--- src/rtl/mmss_bcd_timer_pkg.sv ---
// Shared types and constants for the MM:SS BCD timer.
// Ports: none (package: state encoding, digit limits, clamp helper).
package mmss_pkg;

  typedef enum logic [1:0] {
    IDLE  = 2'd0,
    RUN   = 2'd1,
    PAUSE = 2'd2,
    DONE  = 2'd3
  } state_e;

  localparam logic [1:0] ST_IDLE  = 2'(IDLE);
  localparam logic [1:0] ST_RUN   = 2'(RUN);
  localparam logic [1:0] ST_PAUSE = 2'(PAUSE);
  localparam logic [1:0] ST_DONE  = 2'(DONE);

  localparam logic [3:0] UNIT_MAX = 4'd9;
  localparam logic [3:0] TENS_MAX = 4'd5;

  function automatic logic [3:0] bcd_clamp(
    input logic [3:0] v,
    input logic [3:0] mx
  );
    return (v > mx) ? mx : v;
  endfunction

endpackage

--- src/rtl/mmss_bcd_timer_if.sv ---
// Control/status bundle of the MM:SS timer.
// master: drives start/stop/clear/load/ld_*/count_down; slave: drives digits+flags.
interface mmss_bcd_timer_if;

  logic       start;
  logic       stop;
  logic       clear;
  logic       load;
  logic [3:0] ld_minute_tens;
  logic [3:0] ld_minute_unit;
  logic [3:0] ld_second_tens;
  logic [3:0] ld_second_unit;
  logic       count_down;

  logic [3:0] minute_tens;
  logic [3:0] minute_unit;
  logic [3:0] second_tens;
  logic [3:0] second_unit;
  logic       running;
  logic       sec_tick;
  logic       expired;
  logic       wrapped;

  modport master (
    output start, stop, clear, load,
    output ld_minute_tens, ld_minute_unit,
    output ld_second_tens, ld_second_unit,
    output count_down,
    input  minute_tens, minute_unit,
    input  second_tens, second_unit,
    input  running, sec_tick, expired, wrapped
  );

  modport slave (
    input  start, stop, clear, load,
    input  ld_minute_tens, ld_minute_unit,
    input  ld_second_tens, ld_second_unit,
    input  count_down,
    output minute_tens, minute_unit,
    output second_tens, second_unit,
    output running, sec_tick, expired, wrapped
  );

endinterface

--- src/rtl/mmss_bcd_timer_digit.sv ---
// One BCD digit, up/down with carry/borrow chain, sync clear and clamped load.
// Ports: clk, rst_n, clr_i, ld_i, ld_val_i, dn_i, cin_i, q_o, cout_o.
module bcd_digit_counter
  import mmss_pkg::*;
#(
  parameter logic [3:0] MAX = UNIT_MAX
) (
  input  logic       clk,
  input  logic       rst_n,
  input  logic       clr_i,
  input  logic       ld_i,
  input  logic [3:0] ld_val_i,
  input  logic       dn_i,
  input  logic       cin_i,
  output logic [3:0] q_o,
  output logic       cout_o
);

  logic [3:0] q_q, q_d;
  logic       at_edge;

  // Rolling edge: MAX when counting up, 0 when counting down.
  assign at_edge = dn_i ? (q_q == 4'd0) : (q_q == MAX);
  assign cout_o  = cin_i & at_edge;
  assign q_o     = q_q;

  always_comb begin
    q_d = q_q;
    if (clr_i) begin
      q_d = 4'd0;
    end else if (ld_i) begin
      q_d = bcd_clamp(ld_val_i, MAX);
    end else if (cin_i) begin
      if (at_edge) q_d = dn_i ? MAX : 4'd0;
      else         q_d = dn_i ? q_q - 4'd1 : q_q + 4'd1;
    end
  end

  always_ff @(posedge clk or negedge rst_n) begin
    if (!rst_n) q_q <= 4'd0;
    else        q_q <= q_d;
  end

endmodule

--- src/rtl/mmss_bcd_timer.sv ---
// MM:SS BCD timer: 1 s prescaler, IDLE/RUN/PAUSE/DONE control, 4 chained digits.
// Ports: clk, rst_n, bus (slave: controls in, digits/running/pulses out).
module mmss_bcd_timer
  import mmss_pkg::*;
#(
  parameter int TICK_DIV = 50_000_000,
  parameter int CNT_W    = 26
) (
  input  logic               clk,
  input  logic               rst_n,
  mmss_bcd_timer_if.slave    bus
);

  localparam logic [CNT_W-1:0] CNT_LAST = CNT_W'(TICK_DIV - 1);

  logic [CNT_W-1:0] cnt_q, cnt_d;
  logic [1:0]       st_q, st_d;
  logic             tick_q, tick_d;
  logic             exp_q, exp_d;
  logic             wrap_q, wrap_d;

  logic [3:0] su, stn, mu, mtn;
  logic       c_su, c_st, c_mu, c_mt;

  logic is_run, at_last, tick, down;
  logic time_zero, one_sec;
  logic step_en, expire_now;
  logic reinit, stop_go, run_go, start_go;
  logic done_hold;

  assign is_run  = (st_q == ST_RUN);
  assign at_last = (cnt_q == CNT_LAST);
  assign down    = bus.count_down;

  assign time_zero = (mtn == 4'd0) && (mu == 4'd0) &&
                     (stn == 4'd0) && (su == 4'd0);
  assign one_sec   = (mtn == 4'd0) && (mu == 4'd0) &&
                     (stn == 4'd0) && (su == 4'd1);

  // Priority clear > load > stop > start, made one-hot.
  assign reinit   = bus.clear | bus.load;
  assign stop_go  = !reinit & bus.stop;
  assign run_go   = !reinit & !bus.stop & is_run;
  assign start_go = !reinit & !bus.stop & !is_run & bus.start;

  assign tick       = run_go & at_last;
  // A down tick from 00:00 only expires; it never steps the digits.
  assign step_en    = tick & !(down & time_zero);
  assign expire_now = tick & down & (time_zero | one_sec);
  assign done_hold  = (st_q == ST_DONE) & down & time_zero;

  always_comb begin
    cnt_d  = cnt_q;
    st_d   = st_q;
    tick_d = step_en;
    exp_d  = expire_now;
    wrap_d = step_en & !down & c_mt;
    unique case (1'b1)
      reinit: begin
        cnt_d = '0;
        st_d  = ST_IDLE;
      end
      stop_go: begin
        if (is_run) st_d = ST_PAUSE;
      end
      run_go: begin
        if (at_last) begin
          cnt_d = '0;
          if (expire_now) st_d = ST_DONE;
        end else begin
          cnt_d = cnt_q + CNT_W'(1);
        end
      end
      start_go: begin
        if (!done_hold) st_d = ST_RUN;
      end
      default: ;
    endcase
  end

  always_ff @(posedge clk or negedge rst_n) begin
    if (!rst_n) begin
      cnt_q  <= '0;
      st_q   <= ST_IDLE;
      tick_q <= 1'b0;
      exp_q  <= 1'b0;
      wrap_q <= 1'b0;
    end else begin
      cnt_q  <= cnt_d;
      st_q   <= st_d;
      tick_q <= tick_d;
      exp_q  <= exp_d;
      wrap_q <= wrap_d;
    end
  end

  bcd_digit_counter #(.MAX(UNIT_MAX)) u_su (
    .clk      (clk),
    .rst_n    (rst_n),
    .clr_i    (bus.clear),
    .ld_i     (bus.load),
    .ld_val_i (bus.ld_second_unit),
    .dn_i     (down),
    .cin_i    (step_en),
    .q_o      (su),
    .cout_o   (c_su)
  );

  bcd_digit_counter #(.MAX(TENS_MAX)) u_st (
    .clk      (clk),
    .rst_n    (rst_n),
    .clr_i    (bus.clear),
    .ld_i     (bus.load),
    .ld_val_i (bus.ld_second_tens),
    .dn_i     (down),
    .cin_i    (c_su),
    .q_o      (stn),
    .cout_o   (c_st)
  );

  bcd_digit_counter #(.MAX(UNIT_MAX)) u_mu (
    .clk      (clk),
    .rst_n    (rst_n),
    .clr_i    (bus.clear),
    .ld_i     (bus.load),
    .ld_val_i (bus.ld_minute_unit),
    .dn_i     (down),
    .cin_i    (c_st),
    .q_o      (mu),
    .cout_o   (c_mu)
  );

  bcd_digit_counter #(.MAX(TENS_MAX)) u_mt (
    .clk      (clk),
    .rst_n    (rst_n),
    .clr_i    (bus.clear),
    .ld_i     (bus.load),
    .ld_val_i (bus.ld_minute_tens),
    .dn_i     (down),
    .cin_i    (c_mu),
    .q_o      (mtn),
    .cout_o   (c_mt)
  );

  assign bus.minute_tens = mtn;
  assign bus.minute_unit = mu;
  assign bus.second_tens = stn;
  assign bus.second_unit = su;
  assign bus.running     = is_run;
  assign bus.sec_tick    = tick_q;
  assign bus.expired     = exp_q;
  assign bus.wrapped     = wrap_q;

endmodule

--- src/flat_wrapper.sv ---
// flat-port wrapper written by rule: the top's interface ports become plain ports
module mmss_bcd_timer_flat import mmss_pkg::*;
#(
  parameter int TICK_DIV = 50_000_000,
  parameter int CNT_W    = 26
)
  (clk, rst_n, bus_start, bus_stop, bus_clear, bus_load, bus_ld_minute_tens, bus_ld_minute_unit, bus_ld_second_tens, bus_ld_second_unit, bus_count_down, bus_minute_tens, bus_minute_unit, bus_second_tens, bus_second_unit, bus_running, bus_sec_tick, bus_expired, bus_wrapped);
  mmss_bcd_timer_if bus_i ();
  input  logic clk;
  input  logic rst_n;
  input wire logic [$bits(bus_i.start)-1:0] bus_start;
  input wire logic [$bits(bus_i.stop)-1:0] bus_stop;
  input wire logic [$bits(bus_i.clear)-1:0] bus_clear;
  input wire logic [$bits(bus_i.load)-1:0] bus_load;
  input wire logic [$bits(bus_i.ld_minute_tens)-1:0] bus_ld_minute_tens;
  input wire logic [$bits(bus_i.ld_minute_unit)-1:0] bus_ld_minute_unit;
  input wire logic [$bits(bus_i.ld_second_tens)-1:0] bus_ld_second_tens;
  input wire logic [$bits(bus_i.ld_second_unit)-1:0] bus_ld_second_unit;
  input wire logic [$bits(bus_i.count_down)-1:0] bus_count_down;
  output wire logic [$bits(bus_i.minute_tens)-1:0] bus_minute_tens;
  output wire logic [$bits(bus_i.minute_unit)-1:0] bus_minute_unit;
  output wire logic [$bits(bus_i.second_tens)-1:0] bus_second_tens;
  output wire logic [$bits(bus_i.second_unit)-1:0] bus_second_unit;
  output wire logic [$bits(bus_i.running)-1:0] bus_running;
  output wire logic [$bits(bus_i.sec_tick)-1:0] bus_sec_tick;
  output wire logic [$bits(bus_i.expired)-1:0] bus_expired;
  output wire logic [$bits(bus_i.wrapped)-1:0] bus_wrapped;
  assign bus_i.start = bus_start;
  assign bus_i.stop = bus_stop;
  assign bus_i.clear = bus_clear;
  assign bus_i.load = bus_load;
  assign bus_i.ld_minute_tens = bus_ld_minute_tens;
  assign bus_i.ld_minute_unit = bus_ld_minute_unit;
  assign bus_i.ld_second_tens = bus_ld_second_tens;
  assign bus_i.ld_second_unit = bus_ld_second_unit;
  assign bus_i.count_down = bus_count_down;
  assign bus_minute_tens = bus_i.minute_tens;
  assign bus_minute_unit = bus_i.minute_unit;
  assign bus_second_tens = bus_i.second_tens;
  assign bus_second_unit = bus_i.second_unit;
  assign bus_running = bus_i.running;
  assign bus_sec_tick = bus_i.sec_tick;
  assign bus_expired = bus_i.expired;
  assign bus_wrapped = bus_i.wrapped;
  mmss_bcd_timer #(.TICK_DIV(TICK_DIV), .CNT_W(CNT_W)) u_core (.clk(clk), .rst_n(rst_n), .bus(bus_i));
endmodule
--- config.mk ---
export PLATFORM = sky130hd
export DESIGN_NAME = mmss_bcd_timer_flat
export DESIGN_NICKNAME = d
export VERILOG_FILES = /design/src/rtl/mmss_bcd_timer_pkg.sv /design/src/rtl/mmss_bcd_timer_if.sv /design/src/rtl/mmss_bcd_timer_digit.sv /design/src/rtl/mmss_bcd_timer.sv /design/src/flat_wrapper.sv
export SDC_FILE = /design/constraint.sdc
export NUM_CORES = 1
export LEC_CHECK = 0
export CAP_MARGIN = 20
export CORE_MARGIN = 2
export CORE_UTILIZATION = 56
export CTS_BUF_LIST = sky130_fd_sc_hd__clkbuf_4 sky130_fd_sc_hd__clkbuf_8 sky130_fd_sc_hd__clkbuf_16
export DETAILED_ROUTE_END_ITERATION = 8
export PLACE_DENSITY_LB_ADDON = 0.3
export SLEW_MARGIN = 25
export SYNTH_ARGS = -nofsm -noshare
export SYNTH_HDL_FRONTEND = slang
export SYNTH_SLANG_ARGS = --single-unit
--- constraint.sdc ---
create_clock -name clk -period 2.83 [get_ports clk]
set_clock_uncertainty 0.15 [all_clocks]
set_input_delay 0.7075 -clock clk [delete_from_list [all_inputs] [get_ports clk]]
set_output_delay 0.7075 -clock clk [all_outputs]
set_load 0.05 [all_outputs]
== After elaboration in Yosys (flattened, before gate mapping) ==
Cells that the tools add are included.
Word-level totals
  flip-flop bits (word level): 47
  bits in latches: 0
  bits in writable memories: 0
  bits in read-only memories: 0
  word-level logic and storage cells: 111
  memories kept: 0
Operators by class
  $add $sub $neg: 9
  $mul: 0
  divide/modulo/power cells: 0
  order comparisons: 4
  eq/ne operators: 12
  shift operators: 0
  mux-type cells: 37
  bitwise operators: 20
  reduce and logical (&&, ||, !) cells: 20
Operator list (count)
  $mux 4: 25
  $pmux 26 s2: 1
  $add 26x1->26 const B: 1
  $eq 26x26->1 const B: 1
  $mux 26: 1
  $and 1x1->1: 18
  $add 4x1->4 const B: 4
  $logic_not 4->1: 4
  $sub 4x1->4 const B: 4
  $reduce_bool 3->1: 4
  $eq 4x3->1 const B: 2
  $eq 4x4->1 const B: 2
  $gt 4x3->1 const B: 2
  $gt 4x4->1 const B: 2
  $mux 2: 4
  $pmux 2 s4: 1
  $ne 2x1->1 const B: 3
  $logic_not 1->1: 5
  $reduce_and 5->1: 1
  $eq 4x1->1 const B: 1
  $logic_and 1x1->1: 4
  $mux 1: 4
  $reduce_bool 4->1: 1
  $mux 3: 1
  other kinds (5): 6

== Logic depth before layout (Yosys ltp) ==
  depth after elaboration: 13
  depth in mapped cells: 9
  depth with buffers taken out: 8

== Hierarchy ==
A second synthesis with hierarchy kept.
Unflattened totals
  cells, all modules: 357
  area, all modules: 3216.8 um^2
By module, submodules not included
  mmss_bcd_timer: times used 1, cells each 199, area an instance 1767.9 um^2, sequential area each 775.7 um^2
  bcd_digit_counter (u_core.u_mt ...): times used 2, cells each 38, area an instance 349.1 um^2, sequential area each 100.1 um^2
  bcd_digit_counter (u_core.u_su): times used 1, cells each 41, area an instance 376.6 um^2, sequential area each 100.1 um^2
  bcd_digit_counter (u_core.u_mu): times used 1, cells each 41, area an instance 374.1 um^2, sequential area each 100.1 um^2

== Worst setup path before layout ==
OpenSTA, ideal clock, no wires.
  kind: register to register
  from: register u_core.u_mt.q_q[0] (netlist: u_core.u_mt.q_o[0])
  to: register u_core.st_q[0]
  setup time: 0.066 ns
  arrival: 2.489 ns
  data required time: 2.614 ns
  path slack: 0.125 ns
  stages on the path, launching flop included: 8
  path buffers: 1
  clock period less this slack: 2.705 ns
  cells stage by stage: dfrtp_1 -> buf_6 -> or4_4 -> nor4_4 -> o211ai_1 -> o21ai_1 -> or4b_1 -> nand2_1
On the way
  longest elaborated chain between the ends: 8
  elaborated cells between the ends (all ways): 11
  classes of those cells: eq/ne: 2; bitwise: 3; reduce/logical: 6
Ends and longest elaborated chain
  start: declaration: line mmss_bcd_timer_digit.sv:19  | logic [3:0] q_q, q_d;
  start signal: assignment: line mmss_bcd_timer_digit.sv:41  | else q_q <= q_d;
  $logic_not 4->1 *: line mmss_bcd_timer.sv:35, mmss_bcd_timer.sv:37
  $logic_and 1x1->1 * (2 in series): line mmss_bcd_timer.sv:35, mmss_bcd_timer.sv:37
  $logic_and 1x1->1, on equally long branches: line mmss_bcd_timer.sv:36, mmss_bcd_timer.sv:38
  $or 1x1->1: line mmss_bcd_timer.sv:49  | assign expire_now = tick & down & (time_zero | one_sec);
  $and 1x1->1: line mmss_bcd_timer.sv:49
  $ne 2x1->1 (no source line)
  $reduce_and 5->1 (no source line) *
  end signal: assignment: line mmss_bcd_timer.sv:90  | st_q <= st_d;
  end: declaration: line mmss_bcd_timer.sv:17  | logic [1:0] st_q, st_d;
Every way passes the cells marked *; elsewhere a longest branch is shown, timed or not.
A chain may end at the register's enable or synchronous reset.

== Worst setup path after layout ==
  from: input port bus_count_down
  to: register u_core.u_mt.q_q[1] (netlist: u_core.u_mt.q_o[1])
On the way
  longest elaborated chain between the ends: 7
  elaborated cells between the ends (all ways): 16
  classes of those cells: mux: 9; bitwise: 5; reduce/logical: 2
Ends and longest elaborated chain
  start: declaration: line flat_wrapper.sv:19  | input wire logic [$bits(bus_i.count_down)-1:0] bus_count_down;
  $and 1x1->1: line mmss_bcd_timer.sv:48  | assign step_en = tick & !(down & time_zero);
  $logic_not 1->1: line mmss_bcd_timer.sv:48
  $and 1x1->1: line mmss_bcd_timer.sv:48
  $and 1x1->1 (3 in series): line mmss_bcd_timer_digit.sv:24  | assign cout_o = cin_i & at_edge;
  $reduce_bool 3->1 (no source line)
Parallel ways exist; a longest one is shown, timed or not. The select of a mux whose other input is x is not followed.

==> key figures <==
Outcome
  – Status: complete, no violations

Die
  – Die width: 80.2 um
  – Die span in y: 80.2 um
  – Starting Density: 0.586
  – Total die area: 6430 um2
  – I/O pin cnt: 43
  – FP Rows: 27
  – Total core area: approximately 5500 um2

STA
  – Pins over their slew limit: 0
  – Final Hold Viols: 0
  – Slew headroom: 0.573
  – Fmax: 364 MHz
  – Slew @ Worst Pin: 0.640 ns
  – Crit share post-route: 0.971
  – Final worst setup slack: 0.0830 ns
  – Final setup violation count: 0
  – Post-layout min period: 2.75 ns
  – Hold_ws: 0.162 ns

Synth
  – Register area share after synthesis: 0.362
  – Post-synthesis cell type count: between 60 and 70
  – Top-count cell post-synth: dfrtp_1
  – Mapped Nets: 412
  – Synth warnings: 0
  – Commonest cells post-synth: dfrtp_1 (47), o21ai_0 (29), nand2_1 (28), nor2_1 (26), a21oi_1 (25)
  – Syn_area_per_cell: 8.64 um2
  – Top_reg_cell synth: dfrtp_1
  – Synth top area share: 0.362
  – Post-synth EDFFs: 0
  – Yosys reg bits: 47
  – Largest area contributor in the netlist: dfrtp_1
  – Asr flop ratio synth: 1.00
  – Mapped Area: about 3200 um2
  – Synth top area cells: dfrtp_1 (36%), o21ai_0 (4.5%), a21oi_1 (3.9%)
  – Cells after Synth: 376

Critical path
  – Slowest stage delay, CP: 0.51 ns
  – Crit Path Max Fanout: 11
  – CP arrival: 2.82 ns
  – CP required: 2.90 ns
  – Worst path bufs/invs: 2
  – Critical-path cell list: clkdlybuf4s50_1 > buf_4 > or4bb_1 > nor4_2 > nand2b_2 > nor3_2 > or3_1 > a21oi_1
  – Startpoint types: primary input
  – CP Class: in -> reg
  – Cell family with most CP delay: simple AND/OR/NAND/NOR gates
  – Worst Setup End Kind: flop
  – Slowest stage cell on the critical path: or4bb_1

Power and ir drop
  – Clock network power share: 0.363
  – Sw frac: 0.283
  – Register share of total power: 0.425
  – Peak VDD IR: 0.000333 V
  – Psw: 467 uW
  – P per Cell Area: around 400 nW/um2
  – Combinational fraction of design power: 0.212
  – Leakage: 0.00171 uW
  – Int Pwr: 1180 uW

GRT
  – Number of antenna violations at the first check in global routing: 0
  – GRT overflow: 0
  – Global-route wire length before repair: 14600 um
  – Largest net degree at the start of global routing: 25
  – Total track usage: 0.289
  – Vias in the first global route: just over 3000

Clocking
  – Worst-path clk slew: 0.10 ns
  – Worst-Skew Late Latency: just over 0.3 ns
  – Clock net sink count: 47
  – Hold-fix buffer count after cts: 0
  – CTS tree: built
  – Max clock buf depth: 2
  – CTS Buf Count: 5
  – H-tree depth: 2
  – CTS Root Cell: clkbuf_8

Final layout
  – Final #Nets: 485
  – Final core utilization: 0.752
  – Multi-input logic area: slightly below 2000 um2
  – # diodes: 0
  – Storage element area: 1180 um2
  – Layout fillers: between 300 and 400
  – Synth-to-layout area growth: 28.3%
  – Layout cells sized above 1: 0.144

Route
  – DRT iter0 DRCs: 324
  – Post-route antenna net violation count: 0
  – WL final: 8890 um
  – Drt drc: 0
  – First-pass DRT Iterations: 5
  – Vias per std cell: 6.45
  – Routed vias: 3365
  – Wirelength per Cell: 17.0 um

Placement
  – HPWL Detailed: 6550 um
  – Input/output buffers: 42
  – Worst Setup Slack post-DPL: -0.243 ns
  – Placer Congestion: a little under 0.9

Run
  – Max Cap Violations: 0

Min path
  – Hold Path Class: in -> async
worst register-to-register path: stages, from the launching register on:
cell and delay [ns]:
dfrtp_1 0.45, nor4b_1 0.45, nand4_1 0.35, nand4b_2 0.44
nor3_2 0.41, mux2i_1 0.26, a211oi_2 0.09
cell families (layout without fill, tap and decap cells):
| logic type | after synthesis | after routing | synth area share |
|---|---|---|---|
| fa+ha+maj | 13 | 13 | 0.0570 |
| flops | 47 | 47 | 0.362 |
| xor+xnor | 10 | 10 | 0.0270 |
| compound gates | 125 | 125 | 0.241 |
| mux | 5 | 5 | 0.0154 |
| buf+inv | 29 | 103 | 0.0377 |
| simple gates | 147 | 147 | 0.260 |
cells in the final DEF (no fill, tap or decap), types with 6 or more instances in the layout:
| master | instances |
|---|---|
| a211oi_1 | 10 |
| a21oi_1 | 25 |
| a31oi_1 | 18 |
| and3_1 | 6 |
| buf_4 | 39 |
| clkdlybuf4s50_1 | 41 |
| dfrtp_1 | 47 |
| ha_1 | 10 |
| inv_1 | 11 |
| nand2_1 | 28 |
| nand2b_1 | 6 |
| nand3_1 | 14 |
| nand4_1 | 10 |
| nor2_1 | 25 |
| nor3_1 | 11 |
| o21ai_0 | 29 |
| o21ai_1 | 12 |
| o31ai_1 | 6 |
| xnor2_1 | 6 |
what timing repair did:
item | in CTS | in global routing
setup endpoints to repair | 0 | 6
gates resized for setup | 0 | 4
buffers inserted | 0 | 0
power by group through the flow:
stage               clock, uW  combinational [uW]  sequential [uW]
floorplan                   0                 155              757
global placement            0                 331              713
detailed placement          0                 341              714
CTS                       601                 345              701
global route              638                 379              703
finish                    599                 351              701
path summary, 6_finish.rpt:
check                      depth (start not counted)        startpoint            endpoint  slack [ns]
min reg2reg                                        1  u_core.cnt_q[19]    u_core.cnt_q[19]        0.35
max                                                8    bus_count_down  u_core.u_mt.q_o[1]        0.08
max in group asynchronous                          2             rst_n  u_core.u_st.q_o[1]        1.79
min in group clk                                   1  u_core.cnt_q[19]    u_core.cnt_q[19]        0.35
max reg2reg                                        6  u_core.cnt_q[10]  u_core.u_mt.q_o[2]        0.11
min                                                1             rst_n     u_core.cnt_q[5]        0.16
registers in the layout, summed over array words and instances, names as in the netlist:
name and cells:
u_core.u_su.q_o 4, u_core.u_mt.q_o 4, u_core.bus.expired 1, u_core.bus.wrapped 1
u_core.cnt_q 26, u_core.u_mu.q_o 4, u_core.st_q 2, u_core.u_st.q_o 4
u_core.bus.sec_tick 1
cell type report:
type | count | area share
clock inverter | 3 | 0.0162
tap | 72 | 0.0216
sequential | 47 | 0.282
multi-input combinational | 300 | 0.473
clock buffer | 5 | 0.0165
inverter | 12 | 0.0108
timing repair buffer | 83 | 0.180
metal layers:
layer  up-vias  part of all wire  routed length, um  global-route usage
li1       1568                 -                  -                   -
met1      1594              0.42               3760               0.402
met2       179              0.48               4230               0.448
met3        24             0.081                719              0.0517
met4         0             0.019                171               0.107
met5         -                 0                  0                   0
metrics by stage:
stage	area, um2	power, uW	setup TNS, ns	cells
after floorplan	3250	912	0	376
after global placement	4010	1040	-2.00	514
after detailed placement	4010	1050	-3.45	514
after CTS	4150	1650	0	522
after global routing	4170	1720	-0.00681	522
final	4170	1650	0	522
No activity file was read; power rests on OpenSTA's default activity.
